===== src/rtl/phase_seq_scheduler.sv =====
// phase_seq_scheduler
//   Shares one three-phase sequencer (S0 -> S1 -> S2) among NUM_REQ
//   requesters. An idle scheduler grants one requester through a
//   round-robin arbiter. It then steps that requester through S0, S1 and
//   S2, holding each phase for its dwell count, and pulses done at the end.
//
// Optional feature: define PHASE_SEQ_DWELL_PROG_EN to make the three dwell
//   registers writable through cfg_we/cfg_sel/cfg_data. Without the macro
//   the cfg_* ports are present but ignored, and the dwell values come from
//   the DWELL0..2 parameters.
//
// Ports
//   clk          clock, all logic on posedge
//   reset        synchronous active-low reset
//   req          per-requester level request, sampled only in IDLE
//   abort        terminate the sequence in progress (PH0..PH2 only)
//   cfg_we       dwell register write strobe
//   cfg_sel      dwell select: 0..2 = S0..S2, 3 ignored
//   cfg_data     dwell value
//   grant        one-hot grant, registered
//   busy         high from grant through DONE
//   phase        current phase; holds its last value while phase_valid = 0
//   phase_valid  high in PH0..PH2
//   done         one-cycle completion pulse
//   done_id      completed requester index, valid with done
//   aborted      one-cycle pulse following an abort
module phase_seq_scheduler #(
    parameter int NUM_REQ = 4,
    parameter int CNT_W   = 8,
    parameter int DWELL0  = 4,
    parameter int DWELL1  = 2,
    parameter int DWELL2  = 3,
    localparam int ID_W   = $clog2(NUM_REQ)
) (
    input  logic               clk,
    input  logic               reset,
    input  logic [NUM_REQ-1:0] req,
    input  logic               abort,
    input  logic               cfg_we,
    input  logic [1:0]         cfg_sel,
    input  logic [CNT_W-1:0]   cfg_data,
    output logic [NUM_REQ-1:0] grant,
    output logic               busy,
    output logic [1:0]         phase,
    output logic               phase_valid,
    output logic               done,
    output logic [ID_W-1:0]    done_id,
    output logic               aborted
);

    typedef enum logic [2:0] {IDLE, PH0, PH1, PH2, DONE} state_t;

    state_t                    state, state_nxt;
    logic [ID_W-1:0]           rr_ptr, cur_id, win_id;
    logic                      win_vld;
    logic [CNT_W-1:0]          cnt;
    logic [2:0][CNT_W-1:0]     dwell;
    logic                      in_phase, last_cyc;
    int                        arb_idx;

    assign in_phase = (state == PH0) || (state == PH1) || (state == PH2);
    assign last_cyc = (cnt == '0);

    // The counter is loaded with dwell-1 and the phase ends when it reaches 0.
    // This makes a dwell of 0 behave like a dwell of 1.
    function automatic logic [CNT_W-1:0] load_val(input logic [CNT_W-1:0] d);
        return (d == '0) ? '0 : d - CNT_W'(1);
    endfunction

    // ---------------- dwell registers ----------------
`ifdef PHASE_SEQ_DWELL_PROG_EN
    // A write lands in the register only. The running counter does not see
    // it until the next entry into that phase.
    always_ff @(posedge clk) begin
        if (!reset)
            dwell <= {CNT_W'(DWELL2), CNT_W'(DWELL1), CNT_W'(DWELL0)};
        else if (cfg_we && (cfg_sel != 2'd3))
            dwell[cfg_sel] <= cfg_data;
    end
`else
    logic unused_cfg;
    assign dwell      = {CNT_W'(DWELL2), CNT_W'(DWELL1), CNT_W'(DWELL0)};
    assign unused_cfg = ^{cfg_we, cfg_sel, cfg_data};
`endif

    // ---------------- round-robin arbiter ----------------
    // The scan runs from the farthest offset back to offset 0. The last
    // match written is therefore the first set bit at or above rr_ptr,
    // with wrap-around.
    always_comb begin
        win_vld = 1'b0;
        win_id  = '0;
        arb_idx = 0;
        for (int i = NUM_REQ - 1; i >= 0; i--) begin
            arb_idx = int'(rr_ptr) + i;
            if (arb_idx >= NUM_REQ)
                arb_idx = arb_idx - NUM_REQ;
            if (req[ID_W'(arb_idx)]) begin
                win_vld = 1'b1;
                win_id  = ID_W'(arb_idx);
            end
        end
    end

    // ---------------- FSM: state register ----------------
    always_ff @(posedge clk) begin
        if (!reset)
            state <= IDLE;
        else
            state <= state_nxt;
    end

    // ---------------- FSM: next state ----------------
    always_comb begin
        state_nxt = state;
        case (state)
            IDLE: if (win_vld) state_nxt = PH0;
            PH0:  if (abort) state_nxt = IDLE; else if (last_cyc) state_nxt = PH1;
            PH1:  if (abort) state_nxt = IDLE; else if (last_cyc) state_nxt = PH2;
            PH2:  if (abort) state_nxt = IDLE; else if (last_cyc) state_nxt = DONE;
            DONE: state_nxt = IDLE;
            default: state_nxt = IDLE;
        endcase
    end

    // ---------------- FSM: outputs decoded from state ----------------
    always_comb begin
        busy        = (state != IDLE);
        phase_valid = in_phase;
        done        = (state == DONE);
        done_id     = cur_id;
    end

    // ---------------- datapath registers ----------------
    // These registers follow the same decisions as the next-state logic.
    // grant is held here so that it stays a clean registered output.
    always_ff @(posedge clk) begin
        if (!reset) begin
            grant   <= '0;
            cur_id  <= '0;
            rr_ptr  <= '0;
            cnt     <= '0;
            phase   <= 2'd0;
            aborted <= 1'b0;
        end else begin
            aborted <= 1'b0;
            if (state == IDLE) begin
                if (win_vld) begin
                    grant  <= NUM_REQ'(1) << win_id;
                    cur_id <= win_id;
                    rr_ptr <= (win_id == ID_W'(NUM_REQ - 1)) ? '0 : win_id + ID_W'(1);
                    cnt    <= load_val(dwell[0]);
                    phase  <= 2'd0;
                end
            end else if (in_phase) begin
                if (abort) begin
                    // Abort wins over the PH2 -> DONE step. rr_ptr keeps its
                    // advanced value.
                    grant   <= '0;
                    aborted <= 1'b1;
                end else if (last_cyc) begin
                    case (state)
                        PH0: begin
                            phase <= 2'd1;
                            cnt   <= load_val(dwell[1]);
                        end
                        PH1: begin
                            phase <= 2'd2;
                            cnt   <= load_val(dwell[2]);
                        end
                        default: grant <= '0;   // PH2 -> DONE
                    endcase
                end else begin
                    cnt <= cnt - CNT_W'(1);
                end
            end
        end
    end

    // ---------------- invariants ----------------
    a_grant_onehot: assert property (@(posedge clk) disable iff (!reset) $onehot0(grant));
    a_done_no_grant: assert property (@(posedge clk) disable iff (!reset) done |-> (grant == '0));
    a_valid_busy: assert property (@(posedge clk) disable iff (!reset) phase_valid |-> busy);

endmodule


===== config.mk =====
export PLATFORM = sky130hd
export DESIGN_NAME = phase_seq_scheduler
export DESIGN_NICKNAME = d
export VERILOG_FILES = /design/src/rtl/phase_seq_scheduler.sv
export SDC_FILE = /design/constraint.sdc
export NUM_CORES = 1
export LEC_CHECK = 0
export BUFFER_PORTS_ARGS = -buffer_cell sky130_fd_sc_hd__buf_2
export CAP_MARGIN = 5
export CORE_MARGIN = 2
export CORE_UTILIZATION = 50
export DETAILED_ROUTE_END_ITERATION = 6
export GPL_TIMING_DRIVEN = 1
export PLACE_DENSITY_LB_ADDON = 0.08
export SLEW_MARGIN = 15
export SYNTH_ARGS = -nofsm -noshare
export SYNTH_HDL_FRONTEND = slang
export SYNTH_SLANG_ARGS = --single-unit

===== constraint.sdc =====
create_clock -name clk -period 2.35 [get_ports clk]
set_input_delay 0.1175 -clock clk [delete_from_list [all_inputs] [get_ports clk]]
set_output_delay 0.1175 -clock clk [all_outputs]
set_load 0.005 [all_outputs]

==> impl_metrics.json, run 1 <==
{
  "grt_max_degree": 14,
  "endpoint_kind": "flip-flop",
  "syn2layout_area_growth_pct": 15.7,
  "setup_violations": 0,
  "clk_latency_ns": 0.31,
  "multi_input_area_sq_um": 748,
  "synthCells": 140,
  "die_area_sq_um": 2910,
  "run_status": "complete, no violations",
  "path_class": "reg2reg",
  "dr_total_vias": 1153,
  "hold_viol_final": 0,
  "cts-root-buf": "clkbuf_4",
  "synth.cell_area_sq_um": 1250,
  "finalNetCount": 187,
  "grt_pass1_wl_um": 4600,
  "remaining_drc_errors": 0,
  "cap_violations": 0,
  "globalRouteOverflowTotal": 0,
  "grt_antenna_before_repair": 0,
  "rsz0062_at_grt": "false",
  "drive_gt1_share_pct": 25.3,
  "clock.fmax_mhz": 499,
  "required_ns": 2.60,
  "ys_seq_elements": 22,
  "num_antenna_cells": 0,
  "dpl_cell_area_sq_um": 1390,
  "routed_via_density": 6.01,
  "power_density_nw_per_um2": 917,
  "start_kind": "flip-flop",
  "place.gp.congestion": 0.850,
  "clkSlewWorstSetupHoldPaths_ns": 0.13,
  "clockBufferDepth": 2,
  "place_hpwl_um": 2100,
  "skew_ns": 0.00439,
  "crit_fanout": 10,
  "drt_iter0_drc": 31,
  "worst_pin_slew_ns": 0.587,
  "cts_made_buffers": 3,
  "ant_nets": 0,
  "wl_per_cell_um": 15.0,
  "min-delay-path-class": "in2reg",
  "grt_pass1_vias": 1017,
  "timing.hold.ws_ns": 0.120,
  "leakagePower_uw": 0.000627,
  "seqCellArea_sq_um": 440,
  "rows": 18,
  "fin_util_pct": 59.9,
  "async_flop_share_pct": 0,
  "drt_wl_total_um": 2880,
  "min_period_ns": 2.00,
  "syn_avg_cell_area_sq_um": 8.91,
  "yosysWarnings": 0,
  "initial_core_util_pct": 51.8,
  "fin_setup_tns_ns": 0,
  "peakVddDrop_mv": 0.546,
  "fin_area_sq_um": 1440,
  "cts_setup_buffers": 0,
  "fillers": 215,
  "synth_fp_nets": 164,
  "finalMaxSlewViolations": 0,
  "pin_count": 30,
  "dieWidth_um": 54.0,
  "synth_edf_count": 0,
  "cts_tree": "yes",
  "grt_use_total_pct": 21.8,
  "core_sq_um": 2410,
  "fin_crit_sh_pct": 85.2,
  "yosys_most_used_dff": "dfxtp_1",
  "arrival_ns": 2.26,
  "ys_types": 47,
  "cts_num_sinks": 22,
  "h-tree-depth": 1,
  "io_buffers": 18,
  "relSlewSlack_pct": 60.6,
  "die_y_um": 54.0,
  "yosysSeqAreaShare_pct": 35.3,
  "drtPass1Iterations": 4
}
-- synthesized netlist by cell type (all sizes together), types with 3 or more instances --
library cell	count	area share [%]
a211oi	5	3.8
a21oi	11	4.4
a32o	4	3.2
buf	4	2.1
dfxtp	22	35
ha	6	6.0
inv	8	2.4
nand2	8	2.4
nand2b	3	1.5
nor2	8	2.4
nor3	7	4.1
o21ai	7	2.8
o31ai	4	2.4
or3	4	2.0
or4	5	3.0
or4b	3	2.4
-- placed cells by master, fill, tap and decap left out, types with 5 or more instances in the layout --
cell type and n:
dfxtp_1 22, buf_2 18, a21oi_1 11, nor2_1 8, inv_1 8, nand2_1 8
ha_1 6, buf_4 6, nor3_1 5, or4_1 5, o21ai_0 5
-- worst max-delay path, cell delays in order, from the launching register on --
cell,delay [ns]
dfxtp_1,0.37
inv_1,0.09
ha_1,0.22
or3b_2,0.24
nor3_4,0.05
buf_4,0.18
or4b_2,0.63
a21oi_1,0.16
-- final timing paths --
kind	from	end	slack, ns	depth (start not counted)
hold reg to reg	done_id[1]	done_id[1]	0.48	2
hold / removal	abort	aborted	0.12	2
setup / recovery	cnt[0]	cnt[4]	0.35	7
setup reg to reg	cnt[0]	cnt[4]	0.35	7
-- layer usage --
layer / vias to the layer above / GRT usage (%) / share of wire [%]
met5: - / 0 / 0
met4: 0 / 6.41 / 0.45
met3: 2 / 3.33 / 4.2
met2: 26 / 35.8 / 47
met1: 543 / 29.6 / 49
li1: 582 / - / -
-- repair_timing --
item | 4_1_cts | 5_1_grt
endpoints found under the hold margin | 0 | 0
gates resized for setup | 0 | 1
hold buffers | 0 | 0
endpoints found under the setup margin | 0 | 6
-- registers in the layout (all words and copies together), names as in the netlist --
| name | count |
|---|---|
| cnt | 8 |
| grant | 4 |
| state | 3 |
| done_id | 2 |
| phase | 2 |
| rr_ptr | 2 |
| aborted | 1 |
-- kinds of logic after synthesis --
group / Yosys count / synth area share, %
AND/OR/NAND/NOR: 49 / 24.0
AO/OA/AOI/OAI: 48 / 28.9
flip-flops: 22 / 35.3
buffers and inverters: 14 / 5.12
adder cells (fa/ha/maj): 6 / 6.02
XOR/XNOR: 1 / 0.702
-- report_power, final --
group          internal, uW  total [uW]  switching, uW
logic                   232         527            295
clock network           172         296            124
registers               439         501           61.4
-- per-stage QoR --
| stage | total power [uW] | worst slack [ns] | cells |
|---|---|---|---|
| 2_1_floorplan | 875 | 0.492 | 140 |
| 3_3_place_gp | 1010 | 0.207 | 188 |
| 3_5_place_dp | 1020 | 0.207 | 188 |
| 4_1_cts | 1320 | 0.171 | 192 |
| 5_1_grt | 1420 | 0.108 | 192 |
| 6_report | 1320 | 0.347 | 192 |
-- cell type report --
class                           instances  share of cell area, %
Timing Repair Buffer                   24                   9.36
Inverter                                8                   2.08
Sequential cell                        22                   30.5
Tap cell                               30                   2.60
Multi-Input combinational cell        104                   51.8
Clock buffer                            3                   1.56
Clock inverter                          1                   2.08
No activity file was read; power rests on OpenSTA's default activity.
==> run 2: changes to the inputs <==
--- a/config.mk
+++ b/config.mk
@@ -8,7 +8,7 @@
 export BUFFER_PORTS_ARGS = -buffer_cell sky130_fd_sc_hd__buf_2
 export CAP_MARGIN = 5
 export CORE_MARGIN = 2
-export CORE_UTILIZATION = 50
+export CORE_UTILIZATION = 40
 export DETAILED_ROUTE_END_ITERATION = 6
 export GPL_TIMING_DRIVEN = 1
 export PLACE_DENSITY_LB_ADDON = 0.08
==> impl_metrics.json, run 2 (synthesized netlist as in run 1, its figures left out) <==
{
  "run_status": "complete, no violations",
  "num_antenna_cells": 0,
  "critPathMaxStageDelay_ns": 0.68,
  "critical_path_buf_inv_count": 1,
  "arrival_ns": 2.36,
  "rows": 20,
  "stdcell_count": 195,
  "drive_gt1_share_pct": 24.7,
  "rsz0062_at_grt": "false",
  "worst_pin_slew_ns": 0.596,
  "place_hpwl_um": 2340,
  "grt_pass1_vias": 1147,
  "holdCritStartpoint": "abort",
  "crit_chain": "nor3_2 > inv_1 > o2111ai_1 > or4b_2 > a21oi_1",
  "syn2layout_area_growth_pct": 14.3,
  "cts_tree": "yes",
  "finalMaxSlewViolations": 0,
  "grt_antenna_before_repair": 0,
  "cts_setup_buffers": 0,
  "rrSetupSlack_ns": 0.25,
  "r2r_end": "cnt[4]",
  "die_y_um": 59.8,
  "globalRouteOverflowTotal": 0,
  "hold_end": "aborted",
  "dp_cells": 191,
  "clock.fmax_mhz": 476,
  "peakVddDrop_mv": 0.340,
  "grt_pass1_wl_um": 5430,
  "core_sq_um": 3000,
  "remaining_drc_errors": 0,
  "fin_setup_tns_ns": 0,
  "min-delay-path-class": "in2reg",
  "pin_count": 30,
  "grt_max_degree": 13,
  "cts-hold-fix-buffers": 0,
  "r2r-start": "state[0]",
  "drt_iter0_drc": 61,
  "finalNetCount": 187,
  "skew_ns": 0.0144,
  "layout_commonest_cell": "dfxtp_1",
  "h-tree-depth": 1,
  "timing.hold.ws_ns": 0.0912,
  "start_kind": "flip-flop",
  "wl_per_cell_um": 15.8,
  "cap_violations": 0,
  "top_register": "cnt",
  "endpoint_kind": "flip-flop",
  "min_period_ns": 2.10,
  "clkSlewWorstSetupHoldPaths_ns": 0.14,
  "drtPass1Iterations": 4,
  "io_buffers": 18,
  "cpLargestDelayFamily": "simple AND/OR/NAND/NOR gates",
  "cts-root-buf": "clkbuf_4",
  "setup_violations": 0,
  "min_path_cells": 2,
  "cts_num_sinks": 22,
  "drt_wl_total_um": 3080,
  "dieWidth_um": 59.8,
  "ant_nets": 0,
  "layout_common_cells": "22 x dfxtp_1, 18 x buf_2, 11 x a21oi_1",
  "largest_register_ffs": 8,
  "grt_use_total_pct": 20.1,
  "relSlewSlack_pct": 60.0,
  "cts_made_buffers": 3,
  "post_cts_resized": 0,
  "leakagePower_uw": 0.000621,
  "required_ns": 2.60,
  "power_density_nw_per_um2": 883,
  "top_regs": "cnt x8, grant x4, state x3",
  "place.gp.congestion": 0.753,
  "crit_fanout": 9,
  "ff2ff_path_depth": 5,
  "routed_via_density": 6.07,
  "dr_total_vias": 1184,
  "cpMaxStageDelayCell": "or4b_2",
  "die_area_sq_um": 3580,
  "fillers": 307,
  "fin_crit_sh_pct": 89.4,
  "initial_core_util_pct": 41.5,
  "hold_viol_final": 0,
  "path_class": "reg2reg",
  "clk_latency_ns": 0.33,
  "clockBufferDepth": 2
}
-- run 2: worst max-delay path by stage --
stage / endpoint / slack (ns) / startpoint / cells past startpoint
finish: cnt[4] / 0.25 / state[0] / 5
global route: cnt[4] / 0.1 / state[0] / 5
CTS: cnt[4] / 0.24 / state[0] / 5
detailed placement: cnt[4] / 0.28 / state[0] / 5
global placement: cnt[4] / 0.37 / state[0] / 5
floorplan: phase[0] / 0.49 / cnt[0] / 7
-- run 2: worst register-to-register path, delay by kind of cell, from the launching register on --
kind / cells / cell delay (ns)
simple gates: 2 / 0.82
buf+inv: 1 / 0.21
flops: 1 / 0.53
compound gates: 2 / 0.47
-- run 2: layout make-up --
type / instances / area (sq um) / share of cell area, %
sequential: 22 / 440 / 30.9
inverter: 8 / 30.0 / 2.11
multi-input combinational: 104 / 743 / 52.1
clock buffer: 4 / 36.3 / 2.54
tap: 33 / 41.3 / 2.89
timing repair buffer: 24 / 135 / 9.47
-- run 2: stage by stage --
stage	power, uW	instance area, sq um	utilization [%]	setup slack [ns]
5_1_grt	1360	1430	47.5	0.0971
6_report	1260	1430	47.5	0.249
4_1_cts	1260	1430	47.5	0.243
3_3_place_gp	1020	1390	46.3	0.368
3_5_place_dp	1040	1390	46.3	0.281
2_1_floorplan	875	1250	-	0.492
-- run 2: power by group --
part,switching (uW),internal (uW)
Combinational,309,231
Clock,127,94.9
Sequential,59.1,439
Total,495,765
-- run 2: layer usage --
layer	part of all wire, %	track usage (%)
met5	0	0
met4	1.4	6.67
met3	2.8	3.46
met2	51	33.9
met1	45	25.9
